<file path="src/rtl/regfile_fall.sv">
// Multi-port register file for the 5-stage pipeline.
// One write port on the falling clock edge, two combinational read ports.
`timescale 1ns/10ps
module regfile_fall #(
    parameter int WIDTH    = 32,
    parameter int ADDR_W   = 5,
    parameter int ZERO_REG = 1,
    parameter int BYPASS   = 0
) (
    input  logic              clk,
    input  logic              clr,
    input  logic              we,
    input  logic [ADDR_W-1:0] waddr,
    input  logic [WIDTH-1:0]  wdata,
    input  logic [ADDR_W-1:0] raddr_a,
    output logic [WIDTH-1:0]  rdata_a,
    input  logic [ADDR_W-1:0] raddr_b,
    output logic [WIDTH-1:0]  rdata_b
);

    localparam int DEPTH = 2 ** ADDR_W;

    logic [WIDTH-1:0] mem_q [DEPTH];
    logic [WIDTH-1:0] mem_d [DEPTH];

    logic wr_drop;
    logic wr_fire;
    logic byp_a;
    logic byp_b;

    // Qualify the write: entry 0 swallows writes when hardwired to zero
    always_comb begin
        wr_drop = (ZERO_REG != 0) && (waddr == '0);
        wr_fire = we && !wr_drop;
    end

    // Next array state: hold everything, update the addressed entry
    always_comb begin
        mem_d = mem_q;
        if (wr_fire) begin
            mem_d[waddr] = wdata;
        end
        if (ZERO_REG != 0) begin
            mem_d[0] = '0;
        end
    end

    // Falling-edge storage; clr low clears the whole array at once
    always_ff @(negedge clk or negedge clr) begin
        if (!clr) begin
            for (int i = 0; i < DEPTH; i++) begin
                mem_q[i] <= '0;
            end
        end else begin
            mem_q <= mem_d;
        end
    end

    // Same-cycle forwarding of the pending write when enabled
    always_comb begin
        byp_a = (BYPASS != 0) && we && clr && !wr_drop
                && (raddr_a == waddr);
        byp_b = (BYPASS != 0) && we && clr && !wr_drop
                && (raddr_b == waddr);
    end

    // Read port A; forced to zero while held in reset
    always_comb begin
        if (!clr) begin
            rdata_a = '0;
        end else if (byp_a) begin
            rdata_a = wdata;
        end else begin
            rdata_a = mem_q[raddr_a];
        end
    end

    // Read port B; forced to zero while held in reset
    always_comb begin
        if (!clr) begin
            rdata_b = '0;
        end else if (byp_b) begin
            rdata_b = wdata;
        end else begin
            rdata_b = mem_q[raddr_b];
        end
    end

endmodule

</file>
<file path="config.mk">
export PLATFORM = sky130hd
export DESIGN_NAME = regfile_fall
export DESIGN_NICKNAME = d
export VERILOG_FILES = /design/src/rtl/regfile_fall.sv
export SDC_FILE = /design/constraint.sdc
export NUM_CORES = 2
export LEC_CHECK = 0
export CORE_MARGIN = 1.5
export CORE_UTILIZATION = 56
export CTS_BUF_LIST = sky130_fd_sc_hd__clkbuf_8 sky130_fd_sc_hd__clkbuf_16
export DETAILED_ROUTE_END_ITERATION = 10
export DONT_BUFFER_PORTS = 1
export PLACE_DENSITY = 0.68
export RECOVER_POWER = 50
export SETUP_SLACK_MARGIN = 0.3
export SYNTH_ARGS = -nofsm -noshare
export SYNTH_HDL_FRONTEND = slang
export SYNTH_SLANG_ARGS = --single-unit
</file>
<file path="constraint.sdc">
create_clock -name clk -period 6.6 [get_ports clk]
set_clock_uncertainty 0.1 [all_clocks]
set_input_delay 0.99 -clock clk [delete_from_list [all_inputs] [get_ports clk]]
set_output_delay 0.99 -clock clk [all_outputs]
set_load 0.1 [all_outputs]
</file>
==> reports/results.txt <==
In this run the static leakage power is 27.05 nW. The clock share of power came out at 0.329. Ranked by flip-flop count, first place goes to mem_q. Relative to the synthesized area, the layout overhead comes to 14.73%. STA puts the critical path data required time at 5.51 ns. The class of the tightest hold or removal check is reg2reg. The count of mapped cells out of synthesis was 3838; the number of instances on the worst hold path was 1.

The number of nets in the synthesized netlist is 3888. The class of the most critical setup path is reg2out. The flip-flop count of the largest register, all copies and words added came out at 992. Worst setup slack after layout: -0.4450 ns. Worst reg2reg path endpoint: mem_q[303]$_DFFE_NN0P_.

The worst register-to-register path has a depth of 3. For hold timing, the worst endpoint is mem_q[819]$_DFFE_NN0P_. Yosys printed 0 warnings.

The worst-case IR drop observed on VDD is 268.4 uV. Leaving out fill and tap cells, the most frequent cells in the layout are mux2_2, dfrtn_1, mux2i_1. The die covers 98030 sq um. Of all nets on the critical path, the largest fanout is 2.

The largest registers in the layout are mem_q: 992 flops. After synthesis the netlist holds a flip-flop and latch count of 992. In the routed design, unresolved DRC markers number 0. Net switching power of the design: 5.121 mW.

For this run, the leading register cell type out of synthesis is dfrtn_1. The die is 313.1 um wide. In the final routed layout, each cell accounts on average for 34.60 um. Setup violations remaining at the end of the flow were counted as 60. Total global routing track utilization: 0.3627. Hold violation count in the final report: 0. Clock insertion delay at the later pin of the skew report: 0.65 ns. The run gives 0.221 as the part of the power in combinational logic. The tools report the number of fillers in the final layout as 6774. The routed via count divided by cell count is 7.172. The run gives 113 as the number of placement rows. The synthesized netlist occupies a cell area of 53850 sq um. The clock root buffer is clkbuf_16. Counting distinct cell types in the post-synthesis netlist gives 50. In the final timing run, aggregate negative setup slack is -10.33 ns. For this block, the via count after detailed routing is 36700. At the worst endpoint, the arrival time is 5.96 ns. The number of enable-type register cells in the synthesized netlist is 0. The die span in y is 313.1 um. The launch point of the worst reg-to-reg path is mem_q[303]$_DFFE_NN0P_.

In this run the power density over the cells is 298.3 nW/um^2. Buffers placed on the I/O ports in this run total 0. The largest net degree at the start of global routing is 1024. Critical hold path startpoint: mem_q[819]$_DFFE_NN0P_. The share of layout cells above drive strength 1 was 0.5317. After clock tree synthesis, the clock-pin slew on the worst setup and hold paths is 0.04 ns.

Summing all non-filler instances in the final layout gives an area of 61780 sq um. The tools report the number of antenna violations at the first check in global routing as 3. The checks that failed: capacitance limit, slew limit, setup timing. The floorplan core area was 95150 sq um; the final count of pins violating max slew was 943.

In this run the cell area measured after placement is 56100 sq um. The tools report the reg2reg setup slack as 5.47 ns. The tools report the share of power burned in registers as 0.449. The number of clock sinks was 992; the deepest clock path buffer count was 3. The portion of the post-synthesis area used by sequential elements is 0.4610. Commonest non-fill, non-tap cell in the layout: mux2_2. The first TritonRoute pass finished after 5 iterations. The transition at the pin with the smallest max-transition slack was 2.539 ns; the normalized max-slew margin was -0.6925.

The effective utilization at floorplan is 0.5659. Buffers inserted to repair hold after CTS numbered 0. The HPWL after detailed placement is 91520 um. The post-route core utilization was 0.6492; the global-route wire length before repair was 262400 um. The flow ran to the end, but the final reports show violations. The average cell area after synthesis is 14.03 sq um, and the smallest hold slack is 0.3680 ns. The number of maximum-capacitance constraint violations came out at 13. Share of flip-flops with an asynchronous set or reset: 1.000. Net switching fraction of the power: 0.2779. The logs give 0 for the final global-route overflow total and 3820 for the count of nets after finishing.

Clock tree synthesis inserted a total of 109 buffers. Summed over all layers, the routed wires come to 177100 um. The run gives 13.31 mW as the cell internal power dissipation. CTS built an H-tree with a depth of 3.

Number of ports placed on the die boundary: 114. Setup repair after global routing could not meet its margin everywhere. The via count of the first global-routing pass is 38800, and the placer congestion estimate is 0.8293. For the iteration-0 DRC count of the detailed router, the log shows 3653. The worst setup path is launched from a register. The count of nets left with antenna violations once routing finished came out at 0. TritonCTS built the clock tree. The worst setup path is captured at a primary output.
-- Yosys cell counts, types with 50 or more instances --
| library cell | number | area share |
|---|---|---|
| mux2_2 | 1119 | 0.23 |
| dfrtn_1 | 992 | 0.46 |
| mux2i_1 | 350 | 0.065 |
| mux4_2 | 258 | 0.11 |
| clkbuf_1 | 201 | 0.014 |
| buf_2 | 120 | 0.011 |
| a221oi_1 | 94 | 0.015 |
| o22ai_1 | 64 | 0.0074 |
| a211oi_1 | 61 | 0.0085 |
| nor2b_1 | 60 | 0.0070 |
| a21oi_1 | 58 | 0.0054 |
| nand2_1 | 50 | 0.0035 |
-- worst max-delay path, stage by stage (launching register included) --
cell and delay [ns]:
dfrtn_1 0.36, mux4_2 0.47, mux2_4 0.30, a221oi_4 0.28
buf_4 0.16, nor4_4 0.05, buf_4 0.22, buf_16 0.16
-- logic make-up (layout without fill, tap and decap cells) --
group / after synthesis / count (layout) / synth area share
other: 0 / 1 / 0
AOI/OAI and AO/OA: 472 / 472 / 0.07050
DFF: 992 / 992 / 0.4610
buffers and inverters: 430 / 444 / 0.03853
and+or+nand+nor: 213 / 213 / 0.02103
muxes: 1731 / 1731 / 0.4089
-- cell type report --
cell class                 instances  area [sq um]  share of cell area
tap                             1265          1583             0.02562
timing repair buffer             248          2930             0.04743
sequential                       992         24820              0.4018
inverter                           3         13.76           0.0002228
antenna                            1         2.502          0.00004051
multi-input combinational       2416         28870              0.4673
clock inverter                    65         566.8            0.009175
clock buffer                     128          2989             0.04839
-- metal layers --
| layer | share of wire | track usage | vias up |
|---|---|---|---|
| met5 | 0.000073 | 0 | - |
| met4 | 0.049 | 0.1731 | 2 |
| met3 | 0.089 | 0.08138 | 503 |
| met2 | 0.47 | 0.5662 | 1887 |
| met1 | 0.40 | 0.4833 | 19580 |
| li1 | - | - | 14730 |
-- power groups by stage --
stage               sequential, mW  combinational [mW]  clock [mW]
floorplan                     8.05                3.12           0
global placement              8.23                3.37           0
detailed placement            8.37                3.49           0
CTS                           8.25                3.86        6.14
global route                  8.44                4.31        6.39
finish                        8.28                4.07        6.07
-- worst max path at each step --
stage                                 startpoint         end  slack [ns]  cells past startpoint
after floorplan           mem_q[645]$_DFFE_NN0P_  rdata_a[5]        0.17                      4
after global placement    mem_q[512]$_DFFE_NN0P_  rdata_a[0]        0.11                      7
after detailed placement  mem_q[544]$_DFFE_NN0P_  rdata_a[0]        0.10                      7
after CTS                 mem_q[512]$_DFFE_NN0P_  rdata_a[0]       -0.46                      7
after global routing      mem_q[864]$_DFFE_NN0P_  rdata_a[0]       -0.49                      7
final                     mem_q[800]$_DFFE_NN0P_  rdata_a[0]       -0.45                      7
-- per-stage QoR --
| step | cells | total power [mW] | worst slack (ns) |
|---|---|---|---|
| global placement | 4827 | 11.60 | 0.1095 |
| CTS | 5101 | 18.24 | -0.4595 |
| floorplan | 3838 | 11.17 | 0.1730 |
| detailed placement | 4827 | 11.86 | 0.1020 |
| finish | 5118 | 18.43 | -0.4450 |
| global route | 5118 | 19.14 | -0.4864 |
-- what timing repair did --
action / 4_1_cts / 5_1_grt
pin swaps: 80 / 42
setup buffers: 81 / 12
gates cloned: 0 / 0
gates resized for setup: 226 / 75
setup endpoints to repair: 64 / 64
(Power assumes the default switching activity.)
